===== src/rtl/seq_ctrl_pkg.sv =====
// ctrl_pkg: sequencer opcodes, state encoding (STALL only under SEQ_STEP_EN) and WAIT_MAX range check
package ctrl_pkg;
  localparam logic [3:0] OP_CLA = 4'd0;
  localparam logic [3:0] OP_COM = 4'd1;
  localparam logic [3:0] OP_SHR = 4'd2;
  localparam logic [3:0] OP_CSL = 4'd3;
  localparam logic [3:0] OP_STOP = 4'd4;
  localparam logic [3:0] OP_ADD = 4'd5;
  localparam logic [3:0] OP_STA = 4'd6;
  localparam logic [3:0] OP_LDA = 4'd7;
  localparam logic [3:0] OP_JMP = 4'd8;
  localparam logic [3:0] OP_BAN = 4'd9;
  typedef enum logic [2:0] {
    IDLE,
    FETCH,
    DECODE,
    EXEC,
    MEM,
    WB,
    HALT
`ifdef SEQ_STEP_EN
    , STALL
`endif
  } state_t;
  function automatic bit wait_max_ok(input int unsigned w);
    return w >= 1 && w <= 255;
  endfunction
endpackage


===== src/rtl/seq_ctrl_if.sv =====
// seq_ctrl_if: sequencer-to-datapath/memory strobe bundle (step only under SEQ_STEP_EN)
interface seq_ctrl_if;
  logic [3:0] opIn;
  logic accNeg;
  logic memRdy;
`ifdef SEQ_STEP_EN
  logic step;
`endif
  logic memRd;
  logic memWr;
  logic addrSel;
  logic irWr;
  logic pcInc;
  logic pcLoad;
  logic wrAcc;
  logic [3:0] aluOp;
  logic halted;
  logic busErr;
  modport master (
`ifdef SEQ_STEP_EN
    input step,
`endif
    input opIn, accNeg, memRdy,
    output memRd, memWr, addrSel, irWr, pcInc, pcLoad, wrAcc, aluOp, halted, busErr
  );
  modport slave (
`ifdef SEQ_STEP_EN
    output step,
`endif
    output opIn, accNeg, memRdy,
    input memRd, memWr, addrSel, irWr, pcInc, pcLoad, wrAcc, aluOp, halted, busErr
  );
endinterface


===== src/rtl/seq_ctrl_wait_timer.sv =====
// wait_timer: memory-wait watchdog, expired on the WAIT_MAX-th consecutive enabled cycle
module wait_timer #(
  parameter int unsigned WAIT_MAX = 15
) (
  input logic clk,
  input logic rst,
  input logic clr,
  input logic en,
  output logic expired
);
  logic [7:0] cnt;
  always_ff @(posedge clk) begin
    if (rst || clr) cnt <= 8'd0;
    else if (en) cnt <= cnt + 8'd1;
  end
  assign expired = en && cnt == 8'(WAIT_MAX - 1);
endmodule


===== src/rtl/seq_ctrl.sv =====
// seq_ctrl: multi-cycle accumulator CPU sequencer with memory watchdog; SEQ_STEP_EN adds single-step STALL
module seq_ctrl
  import ctrl_pkg::*;
#(
  parameter int unsigned WAIT_MAX = 15
) (
  input logic clk,
  input logic rst,
  seq_ctrl_if.master bus
);
  if (!wait_max_ok(WAIT_MAX)) begin : g_bad_wait_max
    $error("seq_ctrl: WAIT_MAX must be 1..255");
  end
`ifdef SEQ_STEP_EN
  localparam state_t RET = STALL;
`else
  localparam state_t RET = FETCH;
`endif
  state_t state, nxt;
  logic waiting, expired, bus_err, is_exec, is_mem, alu_en;
  assign waiting = state == FETCH || state == MEM;
  assign is_exec = bus.opIn <= OP_CSL || bus.opIn == OP_JMP || bus.opIn == OP_BAN;
  assign is_mem = bus.opIn == OP_ADD || bus.opIn == OP_STA || bus.opIn == OP_LDA;
  wait_timer #(.WAIT_MAX(WAIT_MAX)) u_timer (
    .clk(clk),
    .rst(rst),
    .clr(!waiting),
    .en(waiting && !bus.memRdy),
    .expired(expired)
  );
  always_ff @(posedge clk) begin
    if (rst) begin
      state <= IDLE;
      bus_err <= 1'b0;
    end else begin
      state <= nxt;
      bus_err <= bus_err | expired;
    end
  end
  always_comb begin
    nxt = state;
    case (state)
      IDLE: nxt = RET;
      FETCH: nxt = bus.memRdy ? DECODE : expired ? HALT : FETCH;
      DECODE: nxt = bus.opIn == OP_STOP ? HALT : is_mem ? MEM : is_exec ? EXEC : RET;
      EXEC: nxt = RET;
      MEM: nxt = bus.memRdy ? (bus.opIn == OP_STA ? RET : WB) : expired ? HALT : MEM;
      WB: nxt = RET;
`ifdef SEQ_STEP_EN
      STALL: nxt = bus.step ? FETCH : STALL;
`endif
      default: nxt = HALT;
    endcase
  end
  always_comb begin
    alu_en = (state == EXEC && bus.opIn <= OP_CSL) || state == WB;
    bus.memRd = state == FETCH || (state == MEM && (bus.opIn == OP_ADD || bus.opIn == OP_LDA));
    bus.memWr = state == MEM && bus.opIn == OP_STA;
    bus.addrSel = state == MEM;
    bus.irWr = state == FETCH && bus.memRdy;
    bus.pcInc = state == FETCH && bus.memRdy;
    bus.pcLoad = state == EXEC && (bus.opIn == OP_JMP || (bus.opIn == OP_BAN && bus.accNeg));
    bus.wrAcc = alu_en;
    bus.aluOp = alu_en ? bus.opIn : 4'd0;
    bus.halted = state == HALT;
    bus.busErr = bus_err;
  end
endmodule


===== src/flat_wrapper.sv =====
// flat-port wrapper written by rule: the top's interface ports become plain ports
module seq_ctrl_flat import ctrl_pkg::*;
#(
  parameter int unsigned WAIT_MAX = 15
)
  (clk, rst, bus_opIn, bus_accNeg, bus_memRdy, bus_memRd, bus_memWr, bus_addrSel, bus_irWr, bus_pcInc, bus_pcLoad, bus_wrAcc, bus_aluOp, bus_halted, bus_busErr);
  seq_ctrl_if bus_i ();
  input logic clk;
  input logic rst;
  input wire logic [$bits(bus_i.opIn)-1:0] bus_opIn;
  input wire logic [$bits(bus_i.accNeg)-1:0] bus_accNeg;
  input wire logic [$bits(bus_i.memRdy)-1:0] bus_memRdy;
  output wire logic [$bits(bus_i.memRd)-1:0] bus_memRd;
  output wire logic [$bits(bus_i.memWr)-1:0] bus_memWr;
  output wire logic [$bits(bus_i.addrSel)-1:0] bus_addrSel;
  output wire logic [$bits(bus_i.irWr)-1:0] bus_irWr;
  output wire logic [$bits(bus_i.pcInc)-1:0] bus_pcInc;
  output wire logic [$bits(bus_i.pcLoad)-1:0] bus_pcLoad;
  output wire logic [$bits(bus_i.wrAcc)-1:0] bus_wrAcc;
  output wire logic [$bits(bus_i.aluOp)-1:0] bus_aluOp;
  output wire logic [$bits(bus_i.halted)-1:0] bus_halted;
  output wire logic [$bits(bus_i.busErr)-1:0] bus_busErr;
  assign bus_i.opIn = bus_opIn;
  assign bus_i.accNeg = bus_accNeg;
  assign bus_i.memRdy = bus_memRdy;
  assign bus_memRd = bus_i.memRd;
  assign bus_memWr = bus_i.memWr;
  assign bus_addrSel = bus_i.addrSel;
  assign bus_irWr = bus_i.irWr;
  assign bus_pcInc = bus_i.pcInc;
  assign bus_pcLoad = bus_i.pcLoad;
  assign bus_wrAcc = bus_i.wrAcc;
  assign bus_aluOp = bus_i.aluOp;
  assign bus_halted = bus_i.halted;
  assign bus_busErr = bus_i.busErr;
  seq_ctrl #(.WAIT_MAX(WAIT_MAX)) u_core (.clk(clk), .rst(rst), .bus(bus_i));
endmodule

===== config.mk =====
export PLATFORM = sky130hd
export DESIGN_NAME = seq_ctrl_flat
export DESIGN_NICKNAME = d
export VERILOG_FILES = /design/src/rtl/seq_ctrl_pkg.sv /design/src/rtl/seq_ctrl_if.sv /design/src/rtl/seq_ctrl_wait_timer.sv /design/src/rtl/seq_ctrl.sv /design/src/flat_wrapper.sv
export SDC_FILE = /design/constraint.sdc
export NUM_CORES = 1
export LEC_CHECK = 0
export ABC_AREA = 1
export BUFFER_PORTS_ARGS = -buffer_cell sky130_fd_sc_hd__buf_2
export CORE_MARGIN = 4
export CORE_UTILIZATION = 55
export DETAILED_ROUTE_END_ITERATION = 8
export PLACE_DENSITY = 0.82
export RECOVER_POWER = 50
export SLEW_MARGIN = 20
export SYNTH_ARGS = -nofsm -noshare
export SYNTH_HDL_FRONTEND = slang
export SYNTH_HIERARCHICAL = 1
export SYNTH_SLANG_ARGS = --single-unit

===== constraint.sdc =====
create_clock -name clk -period 4.7 [get_ports clk]
set_clock_uncertainty 0.15 [all_clocks]
set_input_delay 0 -clock clk [delete_from_list [all_inputs] [get_ports clk]]
set_output_delay 0 -clock clk [all_outputs]
set_load 0.03 [all_outputs]

==> results of run 1 <==
==> power by group <==
group / leakage, nW / internal [mW] / total (mW) / switching, mW
registers: 0.0971 / 0.104 / 0.109 / 0.00521
clock network: 0.0210 / 0.0471 / 0.0799 / 0.0329
logic: 0.312 / 0.0156 / 0.0505 / 0.0349
total: 0.431 / 0.167 / 0.240 / 0.0730
==> metrics by stage <==
step	power [mW]	setup slack (ns)	instance area, sq um
2_1_floorplan	0.1535	2.757	859.6
3_3_place_gp	0.1618	2.545	953.4
3_5_place_dp	0.1631	2.456	953.4
4_1_cts	0.2444	2.442	999.7
5_1_grt	0.2545	2.183	983.4
6_report	0.2399	2.388	983.4
==> worst reg2reg max path, cell delays in order (launching register included) <==
cell	delay (ns)
dfxtp_1	0.40
nor2_1	0.25
nand2_2	0.12
inv_2	0.08
nor2_1	0.07
nor2_1	0.41
nand3_1	0.14
nor2_1	0.18
inv_1	0.06
nor2_1	0.12
nand3_1	0.08
nand3_1	0.09
nor2_1	0.04
nor2_1	0.07
==> cell families after synthesis <==
group / after synthesis
AND/OR/NAND/NOR: 84
buffers and inverters: 25
AO/OA/AOI/OAI: 12
flip-flops: 12
adder cells (fa/ha/maj): 2
==> routing by layer <==
layer,track usage [%],vias to the layer above,share of wire (%)
met5,0,-,0
met2,37.70,9,55
met3,4.511,2,3.1
met1,20.63,403,41
met4,6.452,0,0.70
li1,-,465,-
==> worst max path at each step <==
| stage | from | end | slack (ns) |
|---|---|---|---|
| finish | u_core/state[0]$_SDFF_PP0_ | u_core/state[1]$_SDFF_PP0_ | 2.39 |
| global route | u_core/state[0]$_SDFF_PP0_ | u_core/state[1]$_SDFF_PP0_ | 2.18 |
| CTS | u_core/state[0]$_SDFF_PP0_ | u_core/state[1]$_SDFF_PP0_ | 2.44 |
| detailed placement | u_core/state[0]$_SDFF_PP0_ | u_core/state[1]$_SDFF_PP0_ | 2.46 |
| global placement | u_core/state[0]$_SDFF_PP0_ | u_core/state[1]$_SDFF_PP0_ | 2.55 |
| floorplan | u_core/state[0]$_SDFF_PP0_ | u_core/state[1]$_SDFF_PP0_ | 2.76 |
==> cells in the mapped netlist, types with 3 or more instances <==
cell     number
a21oi_1       7
dfxtp_1      12
inv_1        16
inv_2         4
nand2_1      20
nand2_2       3
nand3_1      12
nand3_2       3
nor2_1       30
nor2_2        8
o21ai_0       4
==> flip-flops by register name, summed over array words and instances (netlist names) <==
signal / cells
u_core/bus.busErr: 1
u_core/state: 3
u_core/u_timer/cnt: 8
==> layout make-up <==
class	count	area [sq um]
clock buffers	4	36.28
fillers	142	505.5
inverters	22	85.08
multi-input cells	98	505.5
flip-flops and latches	12	240.2
well taps	16	20.02
repair buffers	21	96.34
==> timing repair <==
item / in CTS / in global routing
endpoints found under the hold margin: 12 / 0
endpoints found under the setup margin: 0 / 0
gates resized for setup: 0 / 0
hold buffers: 1 / 0
==> impl_results.md, run 1 <==
* DRT iter0 DRCs at 16
* CP top delay family: simple AND/OR/NAND/NOR gates
* Post-synthesis mux area share at 0%
* Hold path depth at 6
* DR vias at 879
* Clock latency on the worst-skew pair at 0.27 ns
* Mean post-synth cell area at 6.367 sq um
* FFs w/ async S/R, synth at 0%
* Peak supply drop at 0.1823 mV
* Post-DP HPWL at 1517 um
* Synth warnings at 6
* Critical path depth at 13
* Total Die Area at 2260 sq um
* Number of port buffers at 20
* FF-to-FF End: u_core/state[1]$_SDFF_PP0_
* Syn-to-layout area delta at 14.41%
* Vias per cell at 5.081
* Inst Count DP at 168
* Pin count of the biggest net entering global routing at 9
* Share of layout cells above drive strength 1 at 22.93%
* Final Max Slew Viols at 0
* CTS tree: done
* Post-Synthesis Cells at 135
* TritonCTS Sinks at 12
* Nets@finish at 168
* Total wire length at 1865 um
* Worst flop-to-flop path startpoint: u_core/state[0]$_SDFF_PP0_
* Root Driver: clkbuf_4
* Max Cap Viol at 0
* Synth Register Bits at 12
* Simple-gate share of the synthesized area at 48.91%
* Crit path arrival time at 2.38 ns
* EDFF count, synth at 0
* Post-synthesis cell type count at 22
* Critical path, cell by cell: nor2_1 -> nand2_2 -> inv_2 -> nor2_1 -> nor2_1 -> nand3_1 -> nor2_1 -> inv_1 -> nor2_1 -> nand3_1 -> nand3_1 -> nor2_1 -> nor2_1
* Die H at 47.54 um
* Synthesized area at 859.6 sq um
* CP endpoint kind: flop
* Layout Utilization at 66.05%
* DR WL/cell at 10.78 um
* Clock transition at path regs at 0.08 ns
* CP max stage delay at 0.41 ns
* Final std cells w/o fill at 173
* Buf/Inv on CP at 2
* Starting Density at 57.73%
* Initial antenna violation count at 0
* Power per standard cell area at 244.0 nW/um^2
* Setup Viol. Count Final at 0
* Crit path top cell by count: nor2_1
* Core area at 1489 sq um
* Minimum clock period at 2.312 ns
* Rel. slew slack at 66.24%
* RSZ-0062 raised after global routing: false
* Max Freq at 0.4325 GHz
* Grt total ovfl at 0
* Synth top area cells: dfxtp_1, nor2_1, nand2_1, nand3_1, inv_1
* TritonCTS buffer count at 3
* Post-Syn Nets at 145
* # Post-CTS Setup Buffers at 0
* Final hold viol count at 0
* Register area share after synthesis at 27.95%
* Row count at 14
* Most used flip-flop cell after synthesis: dfxtp_1
* Commonest non-fill, non-tap cell in the layout: nor2_1
* Worst Hold End: u_core/state[2]$_SDFF_PP0_
* # IOs at 21
* Max clock buf depth at 2
* Largest family of logic cells by synthesized area: simple AND/OR/NAND/NOR gates
* CP Max Fanout at 8
* Number of global-route vias before repair at 784
* First-pass GRT wire length at 3132 um
* Worst slew pin tran at 0.5045 ns
* Reg-to-reg slack, setup at 2.39 ns
* Worst min-delay path class: input port to flop
* DRC at 0
* Max stage delay cell, worst path: nor2_1
* Most frequent cells in the layout: nor2_1, nand2_1, inv_1
* Die X at 47.54 um
* Status: finished, final reports clean
* Post-Synth Adder-Cell Area at 2.911%
* Req. time, crit path at 4.77 ns
* Yosys top cell by area: dfxtp_1
* Critical path class: flop to flop
* DRT Pass-1 Iters at 4
* Compound-cell area share of the yosys netlist at 7.278%
* Gpl congestion at 0.8487
* Total track usage at 19.59%
* Total negative setup slack at 0 ns
* ANT nets after route at 0
* CTS H-tree lvls at 1
* Crit share post-route at 49.20%
* Synth top area share at 27.95%
* Reg2Reg Depth at 13
* XOR/XNOR Fraction of Synth Area at 0%
* HP Start: bus_memRdy
* Leakage at 0.4306 nW
* Fin Hold WS at 0.006058 ns
* # diodes at 0
* Worst setup SP type: flop
No activity file was read; power rests on OpenSTA's default activity.
==> inputs of run 2 (changes only) <==
CORE_UTILIZATION = 46   (was 55)
PLACE_DENSITY = 0.73   (was 0.82)
clock period = 2.11 ns   (was 4.7 ns; I/O delays follow)
==> run 2 against run 1 <==
  * Non-clock buffer count is 2 higher
  * Sequential share of layout area is 0.78 points lower
  * Via count is 1.1% higher
  * Largest power group unchanged
==> impl_results.md, run 2 (same netlist as run 1, synthesis figures left out) <==
* Status: finished, final reports clean
* Finished Cell Area at 1016 sq um
* Clock latency on the worst-skew pair at 0.27 ns
* Clock transition at path regs at 0.08 ns
* Crit path arrival time at 1.95 ns
* Hold path depth at 6
* RSZ-0062 raised after global routing: false
* Total Die Area at 2624 sq um
* Gpl congestion at 0.8272
* DRT iter0 DRCs at 12
* ANT nets after route at 0
* Total negative setup slack at 0 ns
* Number of port buffers at 20
* Final Max Slew Viols at 0
* Commonest non-fill, non-tap cell in the layout: nor2_1
* Share of layout cells above drive strength 1 at 25.79%
* Largest Register: u_core/u_timer/cnt
* GR peak layer: met2
* DR WL/cell at 10.27 um
* TritonCTS buffer count at 3
* Crit share post-route at 89.06%
* CTS tree: done
* Row count at 15
* Vias per cell at 4.832
* GR Util met1 at 18.68%
* Inst Count DP at 179
* Grt met2 use at 31.12%
* # diodes at 0
* Fillers at 193
* Syn-to-layout area delta at 18.19%
* Core area at 1745 sq um
* Layout Utilization at 58.21%
* Critical path class: flop to flop
* DR vias at 889
* Peak supply drop at 0.4656 mV
* Final std cells w/o fill at 184
* Initial antenna violation count at 0
* Most frequent cells in the layout: nor2_1, nand2_1, inv_1
* Worst min-delay path class: input port to flop
* Die X at 51.23 um
* Root Driver: clkbuf_4
* Total wire length at 1889 um
* CTS H-tree lvls at 1
* Max clock buf depth at 2
* Nets@finish at 170
* # IOs at 21
* CP endpoint kind: flop
* DRT Pass-1 Iters at 4
* Req. time, crit path at 2.18 ns
* Leakage at 0.4460 nW
* Max reg flops at 8
* Number of global-route vias before repair at 848
* Total track usage at 17.05%
* Max Freq at 0.5321 GHz
* Die H at 51.23 um
* Final hold viol count at 0
* CP Max Fanout at 5
* Pin count of the biggest net entering global routing at 9
* Grt total ovfl at 0
* Setup Viol. Count Final at 0
* Met3 Usage GRT at 3.499%
* Post-DP HPWL at 1532 um
* Worst slew pin tran at 0.3745 ns
* Minimum clock period at 1.879 ns
* TritonCTS Sinks at 12
* Reg2Reg Depth at 13
* Total power at 0.5455 mW
* Power per standard cell area at 536.9 nW/um^2
* Rel. slew slack at 75.14%
* DRC at 0
* Worst setup SP type: flop
* Max Cap Viol at 0
* First-pass GRT wire length at 3408 um
* Starting Density at 49.25%
* Placed inst area at 979.7 sq um
==> run 2: final timing paths <==
path	start	to	slack (ns)
worst max-delay path	u_core/state[1]$_SDFF_PP0_	u_core/state[1]$_SDFF_PP0_	0.23
worst min-delay path	bus_memRdy	u_core/state[2]$_SDFF_PP0_	0.01
worst min register to register	u_core/bus.busErr$_SDFF_PP0_	u_core/bus.busErr$_SDFF_PP0_	0.33
worst max register to register	u_core/state[1]$_SDFF_PP0_	u_core/state[1]$_SDFF_PP0_	0.23
==> run 2: stage by stage <==
| stage | setup slack [ns] | hold WS (ns) |
|---|---|---|
| 2_1_floorplan | 0.1670 | -0.08093 |
| 3_3_place_gp | 0.3078 | 0.1174 |
| 3_5_place_dp | 0.2415 | 0.1240 |
| 4_1_cts | 0.2170 | 0.007139 |
| 5_1_grt | 0.001956 | 0.08537 |
| 6_report | 0.2307 | 0.009939 |
==> run 2: timing repair <==
action,CTS,global route
endpoints found under the hold margin,12,0
hold buffers,1,0
endpoints found under the setup margin,0,2
gates resized for setup,0,1
buffers inserted,0,0
==> run 2: power by group <==
part / switching [mW] / total, mW / internal [mW] / leakage [nW]
logic: 0.0854 / 0.126 / 0.0405 / 0.328
registers: 0.00768 / 0.240 / 0.232 / 0.0971
clock network: 0.0748 / 0.180 / 0.105 / 0.0210
==> run 2: cell type report <==
type                            instances  area, sq um  area share, %
Clock buffer                            4        36.28          3.571
Tap cell                               25        31.28          3.079
Multi-Input combinational cell         98        510.5          50.25
Timing Repair Buffer                   23        112.6          11.08
Sequential cell                        12        240.2          23.65
Inverter                               22        85.08          8.374
==> run 2: routing by layer <==
metal	part of all wire [%]	vias up
li1	-	473
met1	44	405
met2	53	9
met3	1.4	2
met4	0.85	0
met5	0	-
==> run 2: worst max-delay path, cell delays in order, from the launching register on <==
cell     delay [ns]
dfxtp_1        0.37
nor2_2         0.20
nand2_2        0.11
inv_2          0.08
nor2_1         0.07
nor2_1         0.13
nand3_1        0.10
nor2_2         0.13
inv_1          0.05
nor2_1         0.12
nand3_1        0.09
nand3_1        0.11
nor2_1         0.04
nor2_1         0.07
==> inputs of run 3 (changes only) <==
PLACE_DENSITY = 0.74   (was 0.73)
SYNTH_HIERARCHICAL = default   (was 1)
==> run 3 against run 2 <==
  * Via count fell by 8.0%
  * Routed wire length fell by 7.6%
  * Maximum frequency grew 0.40%
  * Hold slack improved by 0.094 ns
  * Final area is 3.9% lower
  * Register-to-register slack hardly changed
  * Sequential cell count stayed put
  * Worst setup slack improved by 0.0074 ns
  * Largest cell class unchanged
==> impl_results.md, run 3 <==
* Status: finished, final reports clean
* Row count at 14
* DRT iter0 DRCs at 11
* Largest Register: u_core.u_timer.cnt
* Req. time, crit path at 2.18 ns
* TritonCTS buffer count at 3
* Reg2Reg Depth at 7
* Leakage at 0.4647 nW
* Finished Cell Area at 975.9 sq um
* Synth Register Bits at 12
* Post-synthesis cell type count at 29
* RSZ-0062 raised after global routing: false
* Final hold viol count at 0
* Most frequent cells in the layout: nand2_1, nor2_1, inv_1, buf_2, dfxtp_1
* CP Max Fanout at 7
* Gpl congestion at 0.7818
* CP endpoint kind: flop
* Pin count of the biggest net entering global routing at 9
* CP max stage delay at 0.54 ns
* Critical path class: flop to flop
* Top post-synthesis cells by count: nor2_1, nand2_1, inv_1
* # diodes at 0
* DRT Pass-1 Iters at 4
* First-pass GRT wire length at 3146 um
* Most used flip-flop cell after synthesis: dfxtp_1
* Worst flop-to-flop path startpoint: u_core.state[0]$_SDFF_PP0_
* Synthesized area at 810.8 sq um
* Worst setup path start: u_core.state[0]$_SDFF_PP0_
* # IOs at 21
* Fillers at 168
* Register area share after synthesis at 29.63%
* Critical path depth at 7
* # Post-CTS Setup Buffers at 0
* Max Cap Viol at 0
* FFs w/ async S/R, synth at 0%
* EDFF count, synth at 0
* Clock transition at path regs at 0.07 ns
* Critical path, cell by cell: nand3_2 -> nand2_4 -> nand2_4 -> inv_4 -> nand3_2 -> a21oi_2 -> dlygate4sd3_1
* Minimum clock period at 1.872 ns
* Post-DP HPWL at 1392 um
* Total Die Area at 2498 sq um
* Synth top area share at 29.63%
* Grt total ovfl at 0
* Commonest non-fill, non-tap cell in the layout: nand2_1
* Share of layout cells above drive strength 1 at 24.14%
* Peak supply drop at 0.3349 mV
* FF-to-FF End: u_core.state[2]$_SDFF_PP0_
* Core area at 1577 sq um
* Max stage delay cell, worst path: dlygate4sd3_1
* Layout Utilization at 61.90%
* Starting Density at 51.43%
* Root Driver: clkbuf_4
* Die H at 49.98 um
* Die X at 49.98 um
* Number of global-route vias before repair at 748
* Max clock buf depth at 2
* TritonCTS Sinks at 12
* CP top delay family: buffers and inverters
* Total power at 0.5296 mW
* Placed inst area at 923.4 sq um
* Synth warnings at 0
* Vias per cell at 5.081
* Power per standard cell area at 542.7 nW/um^2
* FF+latch area at 240.2 sq um
* Worst setup SP type: flop
* CTS tree: done
* Total track usage at 15.54%
* Mean post-synth cell area at 6.813 sq um
* Initial antenna violation count at 0
* Max Freq at 0.5342 GHz
* Post-Syn Nets at 129
* Yosys top cell by area: dfxtp_1
* Crit share post-route at 88.71%
* Setup Viol. Count Final at 0
* DR WL/cell at 10.84 um
* Reg-to-reg slack, setup at 0.24 ns
* Multi-input gate area at 479.2 sq um
* Worst min-delay path class: input port to flop
* DRC at 0
* Clock latency on the worst-skew pair at 0.27 ns
* Final Max Slew Viols at 0
* Number of port buffers at 20
* CTS H-tree lvls at 1
* Post-Synthesis Cells at 119
* Worst slew pin tran at 0.3674 ns
* Total negative setup slack at 0 ns
* DR vias at 818
* Nets@finish at 156
* ANT nets after route at 0
* Syn-to-layout area delta at 20.37%
* Hold path depth at 5
* Total wire length at 1745 um
* Max reg flops at 8
* Rel. slew slack at 75.61%
* Worst setup endpoint: u_core.state[2]$_SDFF_PP0_
* Buf/Inv on CP at 2
* Crit path arrival time at 1.94 ns
* Synth top area cells: dfxtp_1, nor2_1, nand2_1, inv_1, a21oi_1
* Most common cell in the synthesized netlist: nor2_1
run 3: cells by family (layout without fill, tap and decap cells):
family | after synthesis | in the layout | synth area share [%]
AO/OA/AOI/OAI | 19 | 19 | 14.81
XOR/XNOR | 2 | 2 | 2.161
adder cells (fa/ha/maj) | 2 | 2 | 3.086
buffers and inverters | 20 | 46 | 10.03
flip-flops | 12 | 12 | 29.63
AND/OR/NAND/NOR | 64 | 64 | 40.28
run 3: routing by layer:
metal,up-vias,part of all wire [%],track usage [%]
li1,440,-,-
met1,365,46,20.51
met5,-,0,0
met3,2,4.5,4.518
met4,0,0.29,2.765
met2,11,49,25.00
run 3: what timing repair did:
item,4_1_cts,5_1_grt
endpoints found under the hold margin,5,0
setup endpoints to repair,0,1
gates resized for setup,0,1
hold buffers,3,0
run 3: area by class of cell:
class / count / area share [%]
multi-input cells: 87 / 49.10
repair buffers: 23 / 12.95
flip-flops and latches: 12 / 24.62
clock buffers: 4 / 3.718
well taps: 16 / 2.051
inverters: 19 / 7.564
run 3: through the flow:
stage	instances	setup slack, ns	hold WS [ns]
4_1_cts	161	0.1594	0.09440
3_5_place_dp	154	0.6351	0.06712
2_1_floorplan	119	0.4146	-0.08756
5_1_grt	161	0.07991	0.1535
6_report	161	0.2381	0.1044
3_3_place_gp	154	0.6387	0.07119
run 3: worst min-delay path by stage:
stage / startpoint / slack, ns / end
floorplan: rst / -0.09 / u_core.state[2]$_SDFF_PP0_
global placement: rst / 0.07 / u_core.state[2]$_SDFF_PP0_
detailed placement: rst / 0.07 / u_core.state[2]$_SDFF_PP0_
CTS: bus_opIn[3] / 0.09 / u_core.state[0]$_SDFF_PP0_
global route: bus_opIn[1] / 0.15 / u_core.state[1]$_SDFF_PP0_
finish: bus_opIn[3] / 0.10 / u_core.state[0]$_SDFF_PP0_
run 3: report_power, final:
part           switching [mW]  leakage (nW)  internal [mW]
logic                  0.0738         0.346         0.0347
registers             0.00964        0.0973          0.233
clock network          0.0735        0.0210          0.105
run 3: worst reg2reg max path: stages, from the launching register on:
cell	delay, ns
dfxtp_1	0.46
nand3_2	0.18
nand2_4	0.13
nand2_4	0.07
inv_4	0.09
nand3_2	0.07
a21oi_2	0.13
dlygate4sd3_1	0.54
